===== src/rtl/mac_window_quantizer.sv =====
// Window sampler for the mac accumulator: differences successive window-end snapshots,
// applies ReLU/shift/saturation and queues the activations in a small valid/ready FIFO.
module mac_window_quantizer #(
    parameter int ACC_W   = 12,
    parameter int OUT_W   = 4,
    parameter int VEC_LEN = 4,
    parameter int SHIFT   = 2,
    parameter int DEPTH   = 2,
    parameter int CNT_W   = (VEC_LEN > 1) ? $clog2(VEC_LEN) : 1
) (
    input  logic             clk,
    input  logic             rstb,
    input  logic             en,
    input  logic [ACC_W-1:0] mac_out,
    output logic [OUT_W-1:0] out_data,
    output logic             out_valid,
    input  logic             out_ready,
    output logic [CNT_W-1:0] win_cnt,
    output logic             overflow
);

    localparam int PTR_W  = (DEPTH > 1) ? $clog2(DEPTH) : 1;
    localparam int FCNT_W = $clog2(DEPTH + 1);

    localparam logic [CNT_W-1:0]  LAST_POS = CNT_W'(VEC_LEN - 1);
    localparam logic [PTR_W-1:0]  LAST_PTR = PTR_W'(DEPTH - 1);
    localparam logic [FCNT_W-1:0] FULL_CNT = FCNT_W'(DEPTH);
    localparam logic [ACC_W-1:0]  SAT_MAX  = ACC_W'((1 << (OUT_W - 1)) - 1);

    logic [CNT_W-1:0]  r_win_cnt;
    logic [ACC_W-1:0]  r_prev_snap;
    logic [ACC_W-1:0]  r_s1_data;
    logic              r_s1_valid;
    logic [OUT_W-1:0]  r_mem [DEPTH];
    logic [PTR_W-1:0]  r_wr_ptr;
    logic [PTR_W-1:0]  r_rd_ptr;
    logic [FCNT_W-1:0] r_count;
    logic              r_overflow;

    logic                    w_sample;
    logic [ACC_W-1:0]        w_delta;
    logic signed [ACC_W-1:0] w_s1_signed;
    logic signed [ACC_W-1:0] w_shifted;
    logic [OUT_W-1:0]        w_q;
    logic                    w_empty;
    logic                    w_full;
    logic                    w_pop;
    logic                    w_push;
    logic                    w_drop;

    assign w_sample = en && (r_win_cnt == LAST_POS);

    always_ff @(posedge clk or negedge rstb) begin
        if (!rstb) begin
            r_win_cnt <= '0;
        end else if (en) begin
            r_win_cnt <= (r_win_cnt == LAST_POS) ? '0 : r_win_cnt + 1'b1;
        end
    end

    // Modulo subtraction recovers the window sum even if the accumulator wrapped in between.
    assign w_delta = mac_out - r_prev_snap;

    always_ff @(posedge clk or negedge rstb) begin
        if (!rstb) begin
            r_prev_snap <= '0;
            r_s1_data   <= '0;
            r_s1_valid  <= 1'b0;
        end else begin
            r_s1_valid <= w_sample;
            if (w_sample) begin
                r_prev_snap <= mac_out;
                r_s1_data   <= w_delta;
            end
        end
    end

    assign w_s1_signed = r_s1_data;
    assign w_shifted   = w_s1_signed >>> SHIFT;

    always_comb begin
        w_q = '0;
        if (!r_s1_data[ACC_W-1]) begin
            if ($unsigned(w_shifted) > SAT_MAX) begin
                w_q = SAT_MAX[OUT_W-1:0];
            end else begin
                w_q = w_shifted[OUT_W-1:0];
            end
        end
    end

    assign w_empty = (r_count == '0);
    assign w_full  = (r_count == FULL_CNT);
    assign w_pop   = !w_empty && out_ready;
    // A full FIFO still accepts the new result when the head leaves in the same cycle.
    assign w_push  = r_s1_valid && (!w_full || w_pop);
    assign w_drop  = r_s1_valid && w_full && !w_pop;

    always_ff @(posedge clk or negedge rstb) begin
        if (!rstb) begin
            r_wr_ptr   <= '0;
            r_rd_ptr   <= '0;
            r_count    <= '0;
            r_overflow <= 1'b0;
        end else begin
            if (w_push) begin
                r_wr_ptr <= (r_wr_ptr == LAST_PTR) ? '0 : r_wr_ptr + 1'b1;
            end
            if (w_pop) begin
                r_rd_ptr <= (r_rd_ptr == LAST_PTR) ? '0 : r_rd_ptr + 1'b1;
            end
            if (w_push && !w_pop) begin
                r_count <= r_count + 1'b1;
            end else if (w_pop && !w_push) begin
                r_count <= r_count - 1'b1;
            end
            if (w_drop) begin
                r_overflow <= 1'b1;
            end
        end
    end

    always_ff @(posedge clk) begin
        if (w_push) begin
            r_mem[r_wr_ptr] <= w_q;
        end
    end

    assign out_data  = w_empty ? '0 : r_mem[r_rd_ptr];
    assign out_valid = !w_empty;
    assign win_cnt   = r_win_cnt;
    assign overflow  = r_overflow;

endmodule


===== config.mk =====
export PLATFORM = sky130hd
export DESIGN_NAME = mac_window_quantizer
export DESIGN_NICKNAME = d
export VERILOG_FILES = /design/src/rtl/mac_window_quantizer.sv
export SDC_FILE = /design/constraint.sdc
export NUM_CORES = 1
export LEC_CHECK = 0
export ABC_AREA = 1
export CAP_MARGIN = 20
export CORE_MARGIN = 2
export CORE_UTILIZATION = 58
export CTS_BUF_LIST = sky130_fd_sc_hd__clkbuf_2 sky130_fd_sc_hd__clkbuf_4 sky130_fd_sc_hd__clkbuf_8
export CTS_CLUSTER_SIZE = 16
export DETAILED_ROUTE_END_ITERATION = 16
export HOLD_SLACK_MARGIN = 0.03
export MAX_ROUTING_LAYER = met4
export PLACE_DENSITY = 0.82
export SKIP_CTS_REPAIR_TIMING = 1
export SLEW_MARGIN = 20
export SYNTH_ARGS = -nofsm -noshare
export SYNTH_HDL_FRONTEND = slang
export SYNTH_SLANG_ARGS = --single-unit
export TNS_END_PERCENT = 10

===== constraint.sdc =====
create_clock -name clk -period 2.5 [get_ports clk]
set_clock_uncertainty 0.15 [all_clocks]
set_input_delay 0.25 -clock clk [delete_from_list [all_inputs] [get_ports clk]]
set_output_delay 0.25 -clock clk [all_outputs]
set_load 0.005 [all_outputs]

# After elaboration in Yosys (flattened, before gate mapping)
# Memory sizes are Yosys's and may differ from the RTL's.
# Index checks and enable logic that the tools add are counted.
# word_totals
ff_bits,32
ramBits,8
inputBits,16
out_inout_bits,8
wordCells,42
memories,1
# memory_table
memory,words,width,read_ports,rd_clocked_by_memory_dff,write_ports,line_no,text
r_mem,2,4,1,0,1,34,logic [OUT_W-1:0] r_mem [DEPTH];
# op_classes
add_sub_neg,6
n_lt_le_gt_ge,1
eq_ne,2
muxes,10
reduce_logical,14
# op_table
cell,count
$gt 12x3->1 const B,1
$mux 4,3
$sub 12x12->12,1
$logic_and 1x1->1,7
$mux 2,3
$add 2x1->2 const B,2
$eq 2x2->1 const B,2
$logic_not 1->1,4
$mux 1,4
$add 1x1->1 const B,2
$logic_not 2->1,1
$reduce_bool 2->1,1
$sub 2x1->2 const B,1
$logic_or 1x1->1,1

# Logic depth before layout (Yosys ltp)
# logic_depth
ltp_word,9
mapped_depth,11
mapped_depth_nobuf,11

# Worst setup path after synthesis
# Ideal clock, no wire load.
# synth_path
kind,register -> register
startpoint,reg r_count[0]
endpoint,reg r_count[1]
setup_ns,0.124
t_arrival_ns,1.551
t_required_ns,2.226
setup_slack_ns,0.675
stages_incl_launch_ff,11
n_path_buf,0
synth_period_minus_slack_ns,1.825
cell_sequence,dfrtp_1 nor2_2 inv_2 nand2_4 nand3_2 nand2_4 inv_2 ha_1 a21oi_1 o21ai_0 xnor2_1
# synth_via
elab_chain_cells,8
word_cells_on_any_way,16
cone_classes,2 x add/sub; 1 x eq/ne; 2 x mux; 11 x reduce/logical
# synth_lines
item,line_no,text
"start, declared",37,logic [FCNT_W-1:0] r_count;
"start signal, assigned",113,r_count <= r_count + 1'b1;
"start signal, assigned",115,r_count <= r_count - 1'b1;
$logic_not 2->1 *,92,assign w_empty = (r_count == '0);
$logic_not 1->1 *,-,
net out_valid,16,"output logic out_valid,"
$logic_and 1x1->1 *,94,assign w_pop = !w_empty && out_ready;
$logic_or 1x1->1,96,assign w_push = r_s1_valid && (!w_full || w_pop);
$logic_and 1x1->1,96,
$logic_not 1->1,114,end else if (w_pop && !w_push) begin
$logic_and 1x1->1,114,
$reduce_bool 2->1 (no source line),-,
# The timed path passes the listed nets; every way through them passes the cells marked *. The select of a mux whose other input is x is not followed.
# A chain may end at the register's enable or synchronous reset.

# Final worst setup path
# layout_path
startpoint,reg r_count[0]
endpoint,reg r_count[1]
# layout_via
elab_chain_cells,8
word_cells_on_any_way,16
cone_classes,2 x add/sub; 1 x eq/ne; 2 x mux; 11 x reduce/logical
# layout_lines
item,line_no
$logic_not 2->1,92
$logic_not 1->1,94
$logic_and 1x1->1,94
$logic_or 1x1->1,96
$logic_and 1x1->1,96
$logic_not 1->1,114
$logic_and 1x1->1,114
$reduce_bool 2->1 (no source line),-
# Parallel ways exist; a longest one is shown, timed or not. The select of a mux whose other input is x is not followed.

==> results.yml <==
layout:
  insertedDiodeCount: 0
  area_growth_syn_to_layout_pct: 17.4
  num-nets-final: 333
  fill_cells: 306
  finish.cell_count_without_fillers: 354
  fraction_of_final_layout_cells_with_drive_strength_greater_than_1: 0.0817
global_routing:
  grt_antenna_before_repair: 0
  grt_first_pass_wirelength_um: 6680
  overall_global_routing_resource_usage: 0.209
  globalRoute.totalOverflow: 0
  grt_start_max_net_pins: 33
  vias_in_the_first_global_route: 1604
setup_path:
  worstSetupPathDepth: 10
  critPathLaunch: "r_count[0]$_DFFE_PN0P_"
  arrival_ns: 2.01
  crit_slowest_cell: "sky130_fd_sc_hd__dfrtp_1"
  reg2reg_depth: 10
  timing.critical_path.fanout_max: 5
  reg2reg_from: "r_count[0]$_DFFE_PN0P_"
  reg2reg_setup_slack_ns: 0.51
  worstPathCellList: "nor2_2, inv_2, nand2_4, nand3_2, nand2_4, inv_2, ha_1, a21oi_1, o21ai_0, xnor2_1"
  worstPathBufferInverterCount: 2
  timing.setup.critical_path_class: "flip-flop to flip-flop"
  crit-reg2reg-capture: "r_count[1]$_DFFE_PN0P_"
  endpoint: "r_count[1]$_DFFE_PN0P_"
  endpoint_kind: "flip-flop"
  data_required_time_of_the_critical_path_ns: 2.52
  critPathLaunchType: "flip-flop"
  worst_path_dominant_cell_family: "simple AND/OR/NAND/NOR gates"
  largest_stage_delay_worst_path_ns: 0.41
floorplan:
  fp.dieArea_um2: 4240
  fp.dieW_um: 65.1
  core_area_um2: 3630
  rows: 22
  boundaryPins: 24
  dieHeight_um: 65.1
  start_util: 0.597
logic_synthesis:
  synth.ff_latch_count: 38
  cell_area_after_synthesis_um2: 2170
  synthCells: 275
  portion_of_the_post_synthesis_area_used_by_sequential_elements: 0.457
  yosysWarnings: 0
  synth-main-ff-cell: "sky130_fd_sc_hd__dfrtp_1"
  synth_area_per_cell_um2: 7.88
  synth_cell_types: 30
  synth-edff-count: 8
  ys_async_sr_fraction: 0.789
pwr:
  power.density_cell_area_nw_per_um2: 1170
  post-layout-total-power_w: 0.00299
  total_leakage_power_nw: 1.26
  peak_supply_drop_mv: 0.626
routing:
  wirelength_um: 3850
  detail_route.vias_per_cell: 4.88
  final_antenna_net_count: 0
  vias: 1727
  drt-wirelength-per-cell_um: 10.9
  drt_first_pass_iters: 4
  initialDrtViolationCount: 53
  route.detailed.drc: 0
clocking:
  clk_transition_reported_paths_ns: 0.07
  clock_tree.root_cell: "sky130_fd_sc_hd__clkbuf_8"
  tritoncts_clock_tree: "yes"
  clock_path_buffers: 2
  cts-buffers-inserted: 5
  htree_levels: 2
  clk-insertion-delay-late_ns: 0.29
  clock_sink_count: 38
outcome:
  status: "complete, no violations"
timing:
  slew_headroom: 0.646
  timing_hold_violations_final: 0
  final.setup.tns_ns: 0
  finalSetupViolations: 0
  final.period_utilization: 0.795
  worst_slew_pin_slew_ns: 0.527
  drv_slew: 0
  rsz_0062_raised_after_global_routing: "false"
  layout_setup_ws_ns: 0.512
  final.min_clock_period_ns: 1.99
  clock.fmax_ghz: 0.503
hold_path:
  hold_path.class: "input port to asynchronous set/reset pin"
place:
  port-buffer-count: 23
  place.gp.congestion: 0.994
  hpwl_um: 2750
  post-place-cells: 346
  placement.setup.worst_slack_ns: 0.475
job:
  timing.max_cap.violations: 0
[synth_stat cells (2+ instances only)]
library cell               instances  area share
sky130_fd_sc_hd__nand2_2           4       0.012
sky130_fd_sc_hd__xnor2_1           4       0.016
sky130_fd_sc_hd__nand3_1          12       0.028
sky130_fd_sc_hd__nand2_1          85        0.15
sky130_fd_sc_hd__inv_1            42       0.073
sky130_fd_sc_hd__nand3_2           2      0.0092
sky130_fd_sc_hd__nand2_4           2       0.010
sky130_fd_sc_hd__inv_2             2      0.0035
sky130_fd_sc_hd__a21oi_1          13       0.030
sky130_fd_sc_hd__dfrtp_1          30        0.35
sky130_fd_sc_hd__a31oi_1           2      0.0058
sky130_fd_sc_hd__o21ai_1           3      0.0069
sky130_fd_sc_hd__nand4_1           3      0.0087
sky130_fd_sc_hd__buf_4             2      0.0069
sky130_fd_sc_hd__nor2_1           19       0.033
sky130_fd_sc_hd__xor2_1            2      0.0081
sky130_fd_sc_hd__o21bai_1          2      0.0069
sky130_fd_sc_hd__nor2_2            3      0.0087
sky130_fd_sc_hd__o21ai_0          14       0.032
sky130_fd_sc_hd__edfxtp_1          8        0.11
sky130_fd_sc_hd__ha_1             12       0.069
[worst min path at each step]
stage | start | to | slack (ns) | cells after the start
2_1_floorplan | rstb | overflow$_DFFE_PN0P_ | -0.20 | 0
3_3_place_gp | overflow$_DFFE_PN0P_ | overflow$_DFFE_PN0P_ | 0.32 | 1
5_1_grt | rstb | r_rd_ptr$_DFFE_PN0N_ | 0.24 | 2
4_1_cts | rstb | r_rd_ptr$_DFFE_PN0N_ | 0.23 | 2
3_5_place_dp | overflow$_DFFE_PN0P_ | overflow$_DFFE_PN0P_ | 0.32 | 1
6_report | rstb | win_cnt[0]$_DFFE_PN0P_ | 0.20 | 2
[registers in the layout, summed over array words and instances, names as in the netlist]
name	flops
r_prev_snap	12
r_s1_data	10
r_mem	8
r_count	2
win_cnt	2
overflow	1
r_rd_ptr	1
r_s1_valid	1
r_wr_ptr	1
[area by class of cell]
| cell class | instances | area [um2] | area share |
|---|---|---|---|
| multi-input cells | 190 | 992 | 0.390 |
| flip-flops and latches | 38 | 991 | 0.389 |
| repair buffers | 26 | 253 | 0.0993 |
| inverters | 44 | 165 | 0.0649 |
| clock buffers | 5 | 68.8 | 0.0270 |
| well taps | 48 | 60.1 | 0.0236 |
| clock inverters | 3 | 16.3 | 0.00639 |
[report_power, final]
| group | internal, W | switching, W | leakage, nW |
|---|---|---|---|
| Sequential | 0.000908 | 0.000140 | 0.437 |
| Clock | 0.000191 | 0.000212 | 0.0416 |
| Combinational | 0.000655 | 0.000883 | 0.786 |
[kinds of logic (layout without fill, tap and decap cells)]
group,after synthesis,in the layout,synth area share
adders and majority gates,12,12,0.0692
buffers and inverters,48,78,0.0871
AOI/OAI and AO/OA,36,36,0.0883
and+or+nand+nor,133,133,0.267
muxes,1,1,0.00519
xor gates and xnor gates,6,6,0.0242
DFF,38,38,0.457
other,1,2,0.00173
[cells in the final DEF (no fill, tap or decap)]
cell type / Yosys / layout
sky130_fd_sc_hd__a21o_1: 1 / 1
sky130_fd_sc_hd__clkinv_2: 0 / 1
sky130_fd_sc_hd__o21bai_1: 2 / 2
sky130_fd_sc_hd__nand2_2: 4 / 4
sky130_fd_sc_hd__nor2_4: 1 / 1
sky130_fd_sc_hd__inv_1: 42 / 42
sky130_fd_sc_hd__o21ai_0: 14 / 14
sky130_fd_sc_hd__dfrtp_1: 30 / 30
sky130_fd_sc_hd__o21ai_1: 3 / 3
sky130_fd_sc_hd__conb_1: 1 / 2
sky130_fd_sc_hd__xnor2_1: 4 / 4
sky130_fd_sc_hd__nor2_2: 3 / 3
sky130_fd_sc_hd__a31oi_1: 2 / 2
sky130_fd_sc_hd__clkinvlp_4: 0 / 1
sky130_fd_sc_hd__edfxtp_1: 8 / 8
sky130_fd_sc_hd__nand2_1: 85 / 85
sky130_fd_sc_hd__nor4_1: 1 / 1
sky130_fd_sc_hd__nand2_4: 2 / 2
sky130_fd_sc_hd__nand3_2: 2 / 2
sky130_fd_sc_hd__and2_1: 1 / 1
sky130_fd_sc_hd__mux2_2: 1 / 1
sky130_fd_sc_hd__buf_4: 2 / 3
sky130_fd_sc_hd__inv_2: 2 / 2
sky130_fd_sc_hd__clkdlybuf4s50_1: 0 / 23
sky130_fd_sc_hd__nor2_1: 19 / 19
sky130_fd_sc_hd__o22ai_1: 1 / 1
sky130_fd_sc_hd__nand3_1: 12 / 12
sky130_fd_sc_hd__nand4_1: 3 / 3
sky130_fd_sc_hd__ha_1: 12 / 12
sky130_fd_sc_hd__clkinv_1: 0 / 1
sky130_fd_sc_hd__xor2_1: 2 / 2
sky130_fd_sc_hd__a21oi_1: 13 / 13
sky130_fd_sc_hd__clkbuf_8: 0 / 5
[layer usage]
| metal | GRT usage | wire length [um] | share of wire |
|---|---|---|---|
| met1 | 0.247 | 1740 | 0.45 |
| met2 | 0.361 | 1910 | 0.50 |
| met3 | 0.0428 | 138 | 0.036 |
| met4 | 0.0651 | 59 | 0.015 |
| met5 | - | 0 | 0 |
[metrics by stage]
step,hold WS (ns),cell area (um2),utilization
6_report,0.205,2550,0.701
2_1_floorplan,-0.196,2170,-
4_1_cts,0.226,2550,0.701
3_3_place_gp,0.316,2460,0.677
5_1_grt,0.239,2550,0.701
3_5_place_dp,0.320,2460,0.677
Power figures use the tool's default switching activity.
